[src/rtl/alu_share_arbiter_if.sv]
// Bundle of requester, ALU and response signals shared by alu_share_arbiter.
// The slave modport is the arbiter; master is the requesters plus the ALU.
interface alu_share_arbiter_if #(
    parameter int unsigned DATA_W = 16
);
    logic              r0_valid;
    logic              r0_ready;
    logic [1:0]        r0_aluop;
    logic [5:0]        r0_opcode;
    logic [DATA_W-1:0] r0_a;
    logic [DATA_W-1:0] r0_b;

    logic              r1_valid;
    logic              r1_ready;
    logic [1:0]        r1_aluop;
    logic [5:0]        r1_opcode;
    logic [DATA_W-1:0] r1_a;
    logic [DATA_W-1:0] r1_b;

    logic [1:0]        alu_aluop;
    logic [5:0]        alu_opcode;
    logic [DATA_W-1:0] alu_a;
    logic [DATA_W-1:0] alu_b;
    logic              alu_start;
    logic [DATA_W-1:0] alu_result;

    logic [DATA_W-1:0] rsp_data;
    logic              r0_rsp_valid;
    logic              r1_rsp_valid;
    logic              busy;

    modport slave (
        input  r0_valid, r0_aluop, r0_opcode, r0_a, r0_b,
        input  r1_valid, r1_aluop, r1_opcode, r1_a, r1_b,
        input  alu_result,
        output r0_ready, r1_ready,
        output alu_aluop, alu_opcode, alu_a, alu_b, alu_start,
        output rsp_data, r0_rsp_valid, r1_rsp_valid, busy
    );

    modport master (
        output r0_valid, r0_aluop, r0_opcode, r0_a, r0_b,
        output r1_valid, r1_aluop, r1_opcode, r1_a, r1_b,
        output alu_result,
        input  r0_ready, r1_ready,
        input  alu_aluop, alu_opcode, alu_a, alu_b, alu_start,
        input  rsp_data, r0_rsp_valid, r1_rsp_valid, busy
    );
endinterface

[src/rtl/alu_share_arbiter.sv]
// Round-robin sharing of one ALU between two valid/ready requesters.
// One operation in flight: IDLE accepts, EXEC waits ALU_LAT cycles, DONE responds.
module alu_share_arbiter #(
    parameter int unsigned DATA_W  = 16,
    parameter int unsigned ALU_LAT = 2
) (
    input  logic                 clk,
    input  logic                 rst_n,
    alu_share_arbiter_if.slave   bus
);
    localparam int unsigned CNT_W = 4;

    typedef enum logic [1:0] {
        IDLE = 2'd0,
        EXEC = 2'd1,
        DONE = 2'd2
    } state_t;

    state_t              state_q, state_d;
    logic [CNT_W-1:0]    cnt_q, cnt_d;
    logic                last_grant_q, last_grant_d;
    logic [1:0]          aluop_q, aluop_d;
    logic [5:0]          opcode_q, opcode_d;
    logic [DATA_W-1:0]   a_q, a_d;
    logic [DATA_W-1:0]   b_q, b_d;
    logic                alu_start_q, alu_start_d;
    logic [DATA_W-1:0]   rsp_data_q, rsp_data_d;
    logic                r0_rsp_valid_q, r0_rsp_valid_d;
    logic                r1_rsp_valid_q, r1_rsp_valid_d;
    logic                busy_q, busy_d;

    logic                grant_r0_c, grant_r1_c, xfer_c;

    // r1 wins when it is the only requester or when r0 was served last
    always_comb begin
        grant_r1_c = bus.r1_valid && (!bus.r0_valid || !last_grant_q);
        grant_r0_c = bus.r0_valid && !grant_r1_c;
        xfer_c     = rst_n && (state_q == IDLE) && (grant_r0_c || grant_r1_c);
    end

    assign bus.r0_ready = rst_n && (state_q == IDLE) && grant_r0_c;
    assign bus.r1_ready = rst_n && (state_q == IDLE) && grant_r1_c;

    always_comb begin
        state_d        = state_q;
        cnt_d          = cnt_q;
        last_grant_d   = last_grant_q;
        aluop_d        = aluop_q;
        opcode_d       = opcode_q;
        a_d            = a_q;
        b_d            = b_q;
        alu_start_d    = 1'b0;
        rsp_data_d     = rsp_data_q;
        r0_rsp_valid_d = 1'b0;
        r1_rsp_valid_d = 1'b0;

        case (state_q)
            IDLE: begin
                if (xfer_c) begin
                    if (grant_r1_c) begin
                        aluop_d  = bus.r1_aluop;
                        opcode_d = bus.r1_opcode;
                        a_d      = bus.r1_a;
                        b_d      = bus.r1_b;
                    end else begin
                        aluop_d  = bus.r0_aluop;
                        opcode_d = bus.r0_opcode;
                        a_d      = bus.r0_a;
                        b_d      = bus.r0_b;
                    end
                    last_grant_d = grant_r1_c;
                    cnt_d        = CNT_W'(ALU_LAT);
                    alu_start_d  = 1'b1;
                    state_d      = EXEC;
                end
            end
            EXEC: begin
                cnt_d = cnt_q - CNT_W'(1);
                // Last EXEC cycle: result is valid now, tag the response for DONE
                if (cnt_q == CNT_W'(1)) begin
                    rsp_data_d     = bus.alu_result;
                    r0_rsp_valid_d = !last_grant_q;
                    r1_rsp_valid_d = last_grant_q;
                    state_d        = DONE;
                end
            end
            DONE: begin
                state_d = IDLE;
            end
            default: begin
                state_d = IDLE;
            end
        endcase

        busy_d = (state_d != IDLE);
    end

    always_ff @(posedge clk or negedge rst_n) begin
        if (!rst_n) begin
            state_q        <= IDLE;
            cnt_q          <= '0;
            last_grant_q   <= 1'b1;
            aluop_q        <= '0;
            opcode_q       <= '0;
            a_q            <= '0;
            b_q            <= '0;
            alu_start_q    <= 1'b0;
            rsp_data_q     <= '0;
            r0_rsp_valid_q <= 1'b0;
            r1_rsp_valid_q <= 1'b0;
            busy_q         <= 1'b0;
        end else begin
            state_q        <= state_d;
            cnt_q          <= cnt_d;
            last_grant_q   <= last_grant_d;
            aluop_q        <= aluop_d;
            opcode_q       <= opcode_d;
            a_q            <= a_d;
            b_q            <= b_d;
            alu_start_q    <= alu_start_d;
            rsp_data_q     <= rsp_data_d;
            r0_rsp_valid_q <= r0_rsp_valid_d;
            r1_rsp_valid_q <= r1_rsp_valid_d;
            busy_q         <= busy_d;
        end
    end

    assign bus.alu_aluop    = aluop_q;
    assign bus.alu_opcode   = opcode_q;
    assign bus.alu_a        = a_q;
    assign bus.alu_b        = b_q;
    assign bus.alu_start    = alu_start_q;
    assign bus.rsp_data     = rsp_data_q;
    assign bus.r0_rsp_valid = r0_rsp_valid_q;
    assign bus.r1_rsp_valid = r1_rsp_valid_q;
    assign bus.busy         = busy_q;
endmodule

[src/flat_wrapper.sv]
// flat-port wrapper written by rule: the top's interface ports become plain ports
module alu_share_arbiter_flat 
#(
    parameter int unsigned DATA_W  = 16,
    parameter int unsigned ALU_LAT = 2
)
  (clk, rst_n, bus_r0_valid, bus_r0_aluop, bus_r0_opcode, bus_r0_a, bus_r0_b, bus_r1_valid, bus_r1_aluop, bus_r1_opcode, bus_r1_a, bus_r1_b, bus_alu_result, bus_r0_ready, bus_r1_ready, bus_alu_aluop, bus_alu_opcode, bus_alu_a, bus_alu_b, bus_alu_start, bus_rsp_data, bus_r0_rsp_valid, bus_r1_rsp_valid, bus_busy);
  alu_share_arbiter_if #(.DATA_W(DATA_W)) bus_i ();
  input  logic clk;
  input  logic rst_n;
  input wire logic [$bits(bus_i.r0_valid)-1:0] bus_r0_valid;
  input wire logic [$bits(bus_i.r0_aluop)-1:0] bus_r0_aluop;
  input wire logic [$bits(bus_i.r0_opcode)-1:0] bus_r0_opcode;
  input wire logic [$bits(bus_i.r0_a)-1:0] bus_r0_a;
  input wire logic [$bits(bus_i.r0_b)-1:0] bus_r0_b;
  input wire logic [$bits(bus_i.r1_valid)-1:0] bus_r1_valid;
  input wire logic [$bits(bus_i.r1_aluop)-1:0] bus_r1_aluop;
  input wire logic [$bits(bus_i.r1_opcode)-1:0] bus_r1_opcode;
  input wire logic [$bits(bus_i.r1_a)-1:0] bus_r1_a;
  input wire logic [$bits(bus_i.r1_b)-1:0] bus_r1_b;
  input wire logic [$bits(bus_i.alu_result)-1:0] bus_alu_result;
  output wire logic [$bits(bus_i.r0_ready)-1:0] bus_r0_ready;
  output wire logic [$bits(bus_i.r1_ready)-1:0] bus_r1_ready;
  output wire logic [$bits(bus_i.alu_aluop)-1:0] bus_alu_aluop;
  output wire logic [$bits(bus_i.alu_opcode)-1:0] bus_alu_opcode;
  output wire logic [$bits(bus_i.alu_a)-1:0] bus_alu_a;
  output wire logic [$bits(bus_i.alu_b)-1:0] bus_alu_b;
  output wire logic [$bits(bus_i.alu_start)-1:0] bus_alu_start;
  output wire logic [$bits(bus_i.rsp_data)-1:0] bus_rsp_data;
  output wire logic [$bits(bus_i.r0_rsp_valid)-1:0] bus_r0_rsp_valid;
  output wire logic [$bits(bus_i.r1_rsp_valid)-1:0] bus_r1_rsp_valid;
  output wire logic [$bits(bus_i.busy)-1:0] bus_busy;
  assign bus_i.r0_valid = bus_r0_valid;
  assign bus_i.r0_aluop = bus_r0_aluop;
  assign bus_i.r0_opcode = bus_r0_opcode;
  assign bus_i.r0_a = bus_r0_a;
  assign bus_i.r0_b = bus_r0_b;
  assign bus_i.r1_valid = bus_r1_valid;
  assign bus_i.r1_aluop = bus_r1_aluop;
  assign bus_i.r1_opcode = bus_r1_opcode;
  assign bus_i.r1_a = bus_r1_a;
  assign bus_i.r1_b = bus_r1_b;
  assign bus_i.alu_result = bus_alu_result;
  assign bus_r0_ready = bus_i.r0_ready;
  assign bus_r1_ready = bus_i.r1_ready;
  assign bus_alu_aluop = bus_i.alu_aluop;
  assign bus_alu_opcode = bus_i.alu_opcode;
  assign bus_alu_a = bus_i.alu_a;
  assign bus_alu_b = bus_i.alu_b;
  assign bus_alu_start = bus_i.alu_start;
  assign bus_rsp_data = bus_i.rsp_data;
  assign bus_r0_rsp_valid = bus_i.r0_rsp_valid;
  assign bus_r1_rsp_valid = bus_i.r1_rsp_valid;
  assign bus_busy = bus_i.busy;
  alu_share_arbiter #(.DATA_W(DATA_W), .ALU_LAT(ALU_LAT)) u_core (.clk(clk), .rst_n(rst_n), .bus(bus_i));
endmodule
[config.mk]
export PLATFORM = sky130hd
export DESIGN_NAME = alu_share_arbiter_flat
export DESIGN_NICKNAME = d
export VERILOG_FILES = /design/src/rtl/alu_share_arbiter_if.sv /design/src/rtl/alu_share_arbiter.sv /design/src/flat_wrapper.sv
export SDC_FILE = /design/constraint.sdc
export NUM_CORES = 1
export LEC_CHECK = 0
export BUFFER_PORTS_ARGS = -buffer_cell sky130_fd_sc_hd__buf_2
export CAP_MARGIN = 40
export CORE_MARGIN = 1.5
export CORE_UTILIZATION = 30
export CTS_CLUSTER_SIZE = 28
export DETAILED_ROUTE_END_ITERATION = 8
export PLACE_DENSITY = 0.66
export SLEW_MARGIN = 25
export SYNTH_ARGS = -nofsm -noshare
export SYNTH_HDL_FRONTEND = slang
export SYNTH_SLANG_ARGS = --single-unit
[constraint.sdc]
create_clock -name clk -period 1.8 [get_ports clk]
set_clock_uncertainty 0.2 [all_clocks]
set_input_delay 0.18 -clock clk [delete_from_list [all_inputs] [get_ports clk]]
set_output_delay 0.18 -clock clk [all_outputs]
set_load 0.01 [all_outputs]
**Yosys cells after proc, flatten, opt, wreduce, memory -nomap -nowiden**

Cells that the tools add are included.

- $add $sub $neg: 1
- Eq/ne operators: 3
- Muxes and demuxes: 15
- Reduce and logical (&&, ||, !) cells: 17

Operators with widths:

| operator | number |
|---|---|
| $mux 16 | 2 |
| $pmux 4 s2 | 1 |
| $logic_and 1x1->1 | 6 |
| $mux 1 | 6 |
| $mux 2 | 3 |
| $mux 6 | 1 |
| $reduce_and 2->1 | 3 |
| $eq 4x1->1 const B | 1 |
| $mux 4 | 1 |
| $pmux 2 s2 | 1 |
| $reduce_bool 2->1 | 2 |
| $sub 4x1->4 const B | 1 |
| $logic_not 1->1 | 3 |
| $eq 2x1->1 const B | 1 |
| $logic_not 2->1 | 1 |
| $logic_or 1x1->1 | 2 |
| $ne 2x1->1 const B | 1 |

- Bits in registers: 67

**Longest topological paths before layout**

Gate-level depths: netlist (run 1).

- Depth in word-level cells: 10
- Depth in mapped cells: 6
- Gate-level depth less buffers: 5

**Worst setup path after synthesis (run 1)**

OpenSTA, ideal clock, no wires.

- Path type: reg-to-reg
- Start point: register u_core.cnt_q[1]
- End point: register u_core.rsp_data_q[10] (netlist: u_core.bus.rsp_data[10])
- Library setup time: 125 ps
- Data arrival time: 1399 ps
- Path slack: 76 ps
- Cell stages (with the launch flop): 7
- Buffers on the path: 1
- Period minus slack after synthesis: 1724 ps
- Cell sequence: dfrtp_1 > inv_1 > ha_1 > nor3b_2 > nand2_4 > buf_6 > mux2_4

- Longest elaborated chain between the ends: 2

Ends and longest elaborated chain:

| element | RTL line | source |
|---|---|---|
| start: declaration | alu_share_arbiter.sv:20 | `logic [CNT_W-1:0] cnt_q, cnt_d;` |
| start signal: assignment | alu_share_arbiter.sv:114 | `cnt_q <= cnt_d;` |
| $eq 4x1->1 | alu_share_arbiter.sv:80 | `if (cnt_q == CNT_W'(1)) begin` |
| $reduce_and 2->1 (no line) | -- |  |
| end signal: assignment | alu_share_arbiter.sv:121 | `rsp_data_q <= rsp_data_d;` |
| end: declaration | alu_share_arbiter.sv:27 | `logic [DATA_W-1:0] rsp_data_q, rsp_data_d;` |

No other way between the ends.
A chain may end at the register's enable or synchronous reset.

**Final worst setup path (run 1)**

- Start point: register u_core.state_q[1]
- End point: output bus_r0_ready

- Longest elaborated chain between the ends: 3

Ends and longest elaborated chain:

| element | RTL line | source |
|---|---|---|
| start: declaration | alu_share_arbiter.sv:19 | `state_t state_q, state_d;` |
| start signal: assignment | alu_share_arbiter.sv:113 | `state_q <= state_d;` |
| $logic_not 2->1 | alu_share_arbiter.sv:41 | `assign bus.r0_ready = rst_n && (state_q == IDLE) && grant_r0_c;` |
| $logic_and 1x1->1 (2 in series) | alu_share_arbiter.sv:41 |  |
| end: declaration | flat_wrapper.sv:22 | `output wire logic [$bits(bus_i.r0_ready)-1:0] bus_r0_ready;` |

No other way between the ends.

==> metrics.md, run 1 <==
| Metric | Value |
|---|---|
| Initial antenna violation count | `0` |
| All-Layer GR Usage | `20.8%` |
| Detail Placement HPWL | `5690 um` |
| WHS | `-0.577 ns` |
| Final Instance Count excl. Fillers | `630` |
| Adder-Cell Fraction of Synth Area | `0.833%` |
| DRC | `0` |
| Pwr dens | `1380 mW/mm2` |
| Via Count | `3,191` |
| Vias in the first global route | `3,365` |
| Register area share after synthesis | `55.9%` |
| Synth top area share | `55.0%` |
| Failing checks | `negative hold slack, negative setup slack` |
| Yosys top cell by area | `dfrtp_1` |
| Status | `finished, violations left` |
| RSZ-0062 raised after global routing | `true` |
| Skew-Pair Late Insertion Delay | `0.34 ns` |
| Vias per inst | `5.07` |
| Initial Util | `30.9%` |
| Final hold vios | `3` |
| Total Power | `0.00738 W` |
| Port bufs | `161` |
| VDD IR max | `0.632 mV` |
| Cells along the critical path | `or3b_4, nor3_2, buf_2` |
| Final Max Slew Viols | `0` |
| Antenna Nets Post-Route | `0` |
| Mean Syn Cell Area | `13.7 um2` |
| CTS Sinks | `67` |
| First-pass GRT wire length | `16,400 um` |
| Gpl congestion | `0.769` |
| Die area | `0.0106 mm2` |
| Largest net degree at the start of global routing | `66` |
| Cell variety after synth | `35` |
| Cell Area, Synth | `0.00300 mm2` |
| Post-synthesis simple-gate area fraction | `3.79%` |
| Final #Nets | `594` |
| Worst Setup End Kind | `output port` |
| Placed standard-cell area | `0.00398 mm2` |
| # fillers | `844` |
| Startpoint Class | `register` |
| Synth Flop Type | `dfrtp_1` |
| Leakage | `2.46 nW` |
| CP Data Required Time | `1.42 ns` |
| Post-DR wirelength/cell | `17.9 um` |
| Critical path type | `reg -> out` |
| Row cnt | `36` |
| Tightest Hold Check Type | `in -> async` |
| # setup viols final | `5` |
| CP Max Fanout | `3` |
| Worst path slowest cell | `or3b_4` |
| Cell count after synthesis | `220` |
| Final min period | `1.84 ns` |
| Grt total ovfl | `0` |
| Async SR Flop Fraction | `100%` |
| Post-synth EDFFs | `0` |
| IO Pins | `162` |
| Dpl cells | `501` |
| Diodes inserted | `0` |
| Setup WS post-layout | `-0.0402 ns` |
| CP arrival | `1.46 ns` |
| Fmax | `0.543 GHz` |
| Synth Area in Compound Gates | `27.0%` |
| Syn_nets | `322` |
| DRT iter0 DRCs | `117` |
| Die width | `103 um` |
| Synth warn | `0` |
| TritonCTS clock tree | `done` |
| Chip height | `103 um` |
| Post-synthesis xor/xnor area fraction | `0.583%` |
| Slew HR | `50.6%` |
| Largest delay share family, worst path | `simple AND/OR/NAND/NOR gates` |
| Max-cap check violation count | `0` |
| Worst Max-Slew Pin Slew | `0.740 ns` |
| Synth top area cells | `dfrtp_1, o32ai_1, a2bb2oi_1` |
| CTS buffer count | `9` |
| Post-route design area | `0.00535 mm2` |
| Largest family of logic cells by synthesized area | `compound AO/OA/AOI/OAI gates` |
| Drt pass-1 iters | `7` |
| Buf/Inv on CP | `1` |
| Htree depth | `3` |
| Root Driver | `clkbuf_8` |
| Drt total wl | `11,300 um` |
| Core area | `0.00973 mm2` |
| Clock buffer depth | `2` |
| Yosys reg bits | `67` |
| Total negative slack | `-0.0536 ns` |
| Clock transition at path regs | `0.08 ns` |
| Mux contribution to synthesized area | `7.33%` |
| Final critical-path share of the clock period | `102%` |
| Share of cells above drive strength 1 | `47.9%` |
| CP peak stage delay | `0.44 ns` |
| Layout area overhead | `78.1%` |
## report_power, final
part	leakage, nW	total, W	switching (W)	internal (W)
combinational	1.61	0.00344	0.00163	0.00182
clock	0.0950	0.00123	0.000596	0.000634
sequential	0.754	0.00270	0.000467	0.00224
## area by class of cell
| cell class | instances | area, um2 | area share (%) |
|---|---|---|---|
| Inverter | 6 | 22.5 | 0.421 |
| Sequential cell | 67 | 1680 | 31.4 |
| Clock buffer | 9 | 124 | 2.32 |
| Timing Repair Buffer | 280 | 2020 | 37.8 |
| Tap cell | 133 | 166 | 3.11 |
| Clock inverter | 7 | 68.8 | 1.29 |
| Multi-Input combinational cell | 128 | 1260 | 23.6 |
## worst reg2reg max path, delay by kind of cell (launching register included)
kind | cells | cell delay [ns]
muxes | 1 | 0.35
buffers and inverters | 1 | 0.09
adders and majority gates | 1 | 0.12
DFF | 1 | 0.42
and+or+nand+nor | 2 | 0.51
## per-layer routing
layer  vias to the layer above  global-route usage [%]  wire, um
met4                         0                    11.7       383
met3                        47                    5.42       880
met5                         -                       0         0
met2                       194                    35.7      5580
met1                      1521                    23.5      4410
li1                       1429                       -         -
## per-stage QoR
step	util, %	worst slack, ns
after CTS	53.9	-0.0354
after global routing	55.0	-0.0996
final	55.0	-0.0402
after detailed placement	40.9	-0.00444
after floorplan	-	0.0758
after global placement	40.6	0.0342
## cells by family after synthesis
kind of cell | Yosys count
buffers and inverters | 28
AND/OR/NAND/NOR | 16
multiplexers | 17
AO/OA/AOI/OAI | 88
XOR/XNOR | 2
flip-flops | 67
adder cells (fa/ha/maj) | 2
## sequential cells by signal (all words and copies together), names as in the netlist, 2 cells and up
register / cells
u_core.bus.alu_a: 16
u_core.bus.alu_b: 16
u_core.bus.rsp_data: 16
u_core.bus.alu_opcode: 6
u_core.cnt_q: 4
u_core.bus.alu_aluop: 2
u_core.state_q: 2
## synthesized netlist by cell type, types with 3 or more instances
cell and count:
a2bb2oi_1 31, a2bb2oi_2 9, buf_2 6, buf_4 3, clkbuf_1 11, dfrtp_1 66, inv_1 3, inv_2 3
mux2_1 8, mux2_4 8, nor2_1 5, o32ai_1 40
## cells in the final DEF (no fill, tap or decap), types with 2 or more instances in the layout
master	count
buf_2	161
dlygate4sd3_1	97
dfrtp_1	63
o32ai_1	40
a2bb2oi_1	31
buf_4	15
mux2_4	9
a2bb2oi_2	9
clkbuf_8	9
mux2_1	7
inv_2	4
nor2_1	4
buf_12	4
clkinv_2	3
dfrtp_2	3
inv_1	2
nor3b_4	2
o21ai_1	2
nand2_4	2
clkinvlp_4	2
nor2b_2	2
## final timing paths
kind | start | end | slack (ns) | cells after the start
min in group clk | bus_r0_valid | u_core.last_grant_q | -0.10 | 2
setup / recovery | u_core.state_q[1] | bus_r0_ready | -0.04 | 3
setup reg to reg | u_core.cnt_q[1] | u_core.bus.rsp_data[3] | 0 | 5
hold / removal | rst_n | u_core.state_q[0] | -0.58 | 1
max in group asynchronous | rst_n | u_core.bus.alu_b[2] | 0.75 | 4
hold reg to reg | u_core.bus.rsp_data[15] | u_core.bus.rsp_data[15] | 0.29 | 1
## repair_timing
item                                    CTS  global route
buffers inserted                          9             2
endpoints found under the setup margin   12            29
gates resized for setup                   6            11
pin swaps                                 5             5
cloned                                    3             1
endpoints found under the hold margin   125            30
hold buffers                             96             2
(Power assumes the default switching activity.)
==> inputs of run 2 (changes only) <==
Settings changed: ABC_AREA set to 1, PLACE_DENSITY 0.66 to 0.65.
==> metrics.md, run 2 <==
| Metric | Value |
|---|---|
| Status | `finished, final reports clean (was finished, violations left)` |
| Antenna Nets Post-Route | `0 (unchanged)` |
| Synth cell count leaders | `nand2_1, dfrtp_1, nand3_1 (was dfrtp_1, o32ai_1, a2bb2oi_1)` |
| Final min period | `1.77 ns (was 1.84 ns)` |
| Cell Area, Synth | `0.00319 mm2 (was 0.00300 mm2)` |
| Clock transition at path regs | `0.08 ns (about the same)` |
| Die area | `0.0113 mm2 (was 0.0106 mm2)` |
| Vias per inst | `4.66 (was 5.07)` |
| Drt total wl | `11,500 um (was 11,300 um)` |
| Vias in the first global route | `4,079 (was 3,365)` |
| Buf/Inv on CP | `1 (unchanged)` |
| Placed standard-cell area | `0.00415 mm2 (was 0.00398 mm2)` |
| Final Instance Count excl. Fillers | `827 (was 630)` |
| Final Max Slew Viols | `0 (unchanged)` |
| CTS buffer count | `9 (unchanged)` |
| Diodes inserted | `0 (unchanged)` |
| Worst path slowest cell | `dfstp_2 (was or3b_4)` |
| Yosys reg bits | `67 (unchanged)` |
| Mean Syn Cell Area | `7.44 um2 (was 13.7 um2)` |
| Final critical-path share of the clock period | `98.4% (was 102%)` |
| Final #Nets | `788 (was 594)` |
| Place WS | `0.187 ns (was -0.00444 ns)` |
| DRC | `0 (unchanged)` |
| CTS Sinks | `67 (unchanged)` |
| Port bufs | `161 (unchanged)` |
| VDD IR max | `0.677 mV (was 0.632 mV)` |
| Core area | `0.0103 mm2 (was 0.00973 mm2)` |
| Synth warn | `0 (unchanged)` |
| Largest net degree at the start of global routing | `53 (was 66)` |
| Synth top area cells | `dfrtp_1, nand2_1, nand3_1 (was dfrtp_1, o32ai_1, a2bb2oi_1)` |
| Post-synth EDFFs | `0 (unchanged)` |
| Pwr dens | `1290 mW/mm2 (was 1380 mW/mm2)` |
| CP arrival | `1.39 ns (was 1.46 ns)` |
| Critical Path Most Common Cell | `nand2_2` |
| Grt total ovfl | `0 (unchanged)` |
| Share of cells above drive strength 1 | `29.2% (was 47.9%)` |
| Total negative slack | `0 ns (was -0.0536 ns)` |
| Slew HR | `55.7% (was 50.6%)` |
| Skew-Pair Late Insertion Delay | `0.33 ns (was 0.34 ns)` |
| Initial antenna violation count | `0 (unchanged)` |
| Gpl congestion | `0.760 (was 0.769)` |
| All-Layer GR Usage | `20.6% (was 20.8%)` |
| Worst Setup End Kind | `output port (unchanged)` |
| Cell variety after synth | `17 (was 35)` |
| Leakage | `3.08 nW (was 2.46 nW)` |
| Layout area overhead | `68.3% (was 78.1%)` |
| Commonest non-fill, non-tap cell in the layout | `nand2_1 (was buf_2)` |
| IO Pins | `162 (unchanged)` |
| Syn_nets | `531 (was 322)` |
| Setup WS post-layout | `0.0286 ns (was -0.0402 ns)` |
| Yosys top cell by area | `dfrtp_1 (unchanged)` |
| Cell count after synthesis | `429 (was 220)` |
| Fmax | `0.565 GHz (was 0.543 GHz)` |
| Clock buffer depth | `2 (unchanged)` |
| Synth top area share | `51.7% (was 55.0%)` |
| # setup viols final | `0 (was 5)` |
| Startpoint Class | `register (unchanged)` |
| Max-cap check violation count | `0 (unchanged)` |
| DRT iter0 DRCs | `284 (was 117)` |
| Row cnt | `37 (was 36)` |
| Largest delay share family, worst path | `flip-flops (was simple AND/OR/NAND/NOR gates)` |
| First-pass GRT wire length | `18,500 um (was 16,400 um)` |
| TritonCTS clock tree | `done (unchanged)` |
| Post-DR wirelength/cell | `13.9 um (was 17.9 um)` |
| Chip height | `106 um (was 103 um)` |
| Cells along the critical path | `nand2_2, nand2_4, nand2_2, nor2_2, buf_2 (was or3b_4, nor3_2, buf_2)` |
| Critical path type | `reg -> out (unchanged)` |
| Root Driver | `clkbuf_8 (unchanged)` |
| Final hold vios | `0 (was 3)` |
| CP Data Required Time | `1.42 ns (about the same)` |
| Dpl cells | `712 (was 501)` |
| Register area share after synthesis | `52.6% (was 55.9%)` |
| Post-route design area | `0.00537 mm2 (was 0.00535 mm2)` |
| Most frequent cells in the layout | `nand2_1, buf_2, dlygate4sd3_1 (was buf_2, dlygate4sd3_1, dfrtp_1)` |
| CP Max Fanout | `4 (was 3)` |
| Htree depth | `3 (unchanged)` |
| Tightest Hold Check Type | `in -> reg (was in -> async)` |
| Via Count | `3,851 (was 3,191)` |
| Detail Placement HPWL | `6430 um (was 5690 um)` |
| Synth Flop Type | `dfrtp_1 (unchanged)` |
| Async SR Flop Fraction | `100% (unchanged)` |
| Top-count cell post-synth | `nand2_1 (was dfrtp_1)` |
| CP peak stage delay | `0.54 ns (was 0.44 ns)` |
| Initial Util | `30.9% (about the same)` |
| Worst Max-Slew Pin Slew | `0.665 ns (was 0.740 ns)` |
| Util after Layout | `52.0% (was 55.0%)` |
| Drt pass-1 iters | `5 (was 7)` |
| Die width | `106 um (was 103 um)` |
run 2: changes by cell type after synthesis, sizes merged, moves of 6 or more:
cell,before,now
o32ai,40,0
buf,11,17
mux2,16,0
a2bb2oi,40,0
nand3,0,48
nand2,1,266
run 2: worst register-to-register path, delay by kind of cell (launching register included):
kind / cells / cell delay [ns]
simple gates: 4 / 0.58
flops: 1 / 0.40
buf+inv: 2 / 0.20
fa+ha+maj: 1 / 0.14
run 2: layer usage:
metal	global-route usage (%)	vias up	part of all wire, %
met3	5.15	61	7.3
met2	35.5	197	49
met1	22.1	1763	39
met5	0	-	0
li1	-	1830	-
met4	14.4	0	5.2
run 2: final timing paths:
| check | start | endpoint | slack [ns] | cells after the start |
|---|---|---|---|---|
| hold reg to reg | u_core.bus.rsp_data[6] | u_core.bus.rsp_data[6] | 0.27 | 2 |
| max in group asynchronous | rst_n | u_core.bus.alu_b[1] | 0.44 | 3 |
| min in group asynchronous | rst_n | u_core.bus.alu_a[4] | 0.05 | 2 |
| setup reg to reg | u_core.cnt_q[1] | u_core.bus.rsp_data[14] | 0.18 | 7 |
| setup / recovery | u_core.last_grant_q | bus_r0_ready | 0.03 | 5 |
| hold / removal | bus_r1_aluop[0] | u_core.bus.alu_aluop[0] | 0.02 | 5 |
run 2: area by class of cell:
| class | instances | area, um2 |
|---|---|---|
| well taps | 136 | 170 |
| fillers | 911 | 4950 |
| flip-flops and latches | 67 | 1680 |
| clock buffers | 10 | 138 |
| repair buffers | 270 | 1910 |
| clock inverters | 6 | 87.6 |
| inverters | 11 | 41.3 |
| multi-input cells | 327 | 1350 |
run 2: what timing repair did:
action,in CTS,in global routing
endpoints found under the hold margin,71,0
setup buffers,2,1
endpoints found under the setup margin,2,2
gates resized for setup,1,4
hold buffers,96,0
pin swaps,0,1
run 2: through the flow:
stage                     hold slack, ns  total power, W
after global routing              0.0292         0.00749
after floorplan                   -0.316         0.00417
after detailed placement          -0.128         0.00531
after CTS                        0.00430         0.00693
after global placement            -0.135         0.00522
final                             0.0152         0.00693
run 2: cells by family after synthesis:
group / after synthesis / share of synthesized area (%)
DFF: 67 / 52.6
AOI/OAI and AO/OA: 2 / 0.314
xor gates and xnor gates: 1 / 0.274
adders and majority gates: 2 / 0.784
buffers and inverters: 35 / 5.53
and+or+nand+nor: 322 / 40.5
run 2: report_power, final:
group | internal (W) | switching [W] | leakage [nW]
sequential | 0.00220 | 0.000372 | 0.833
clock | 0.000821 | 0.000595 | 0.117
combinational | 0.00123 | 0.00172 | 2.13
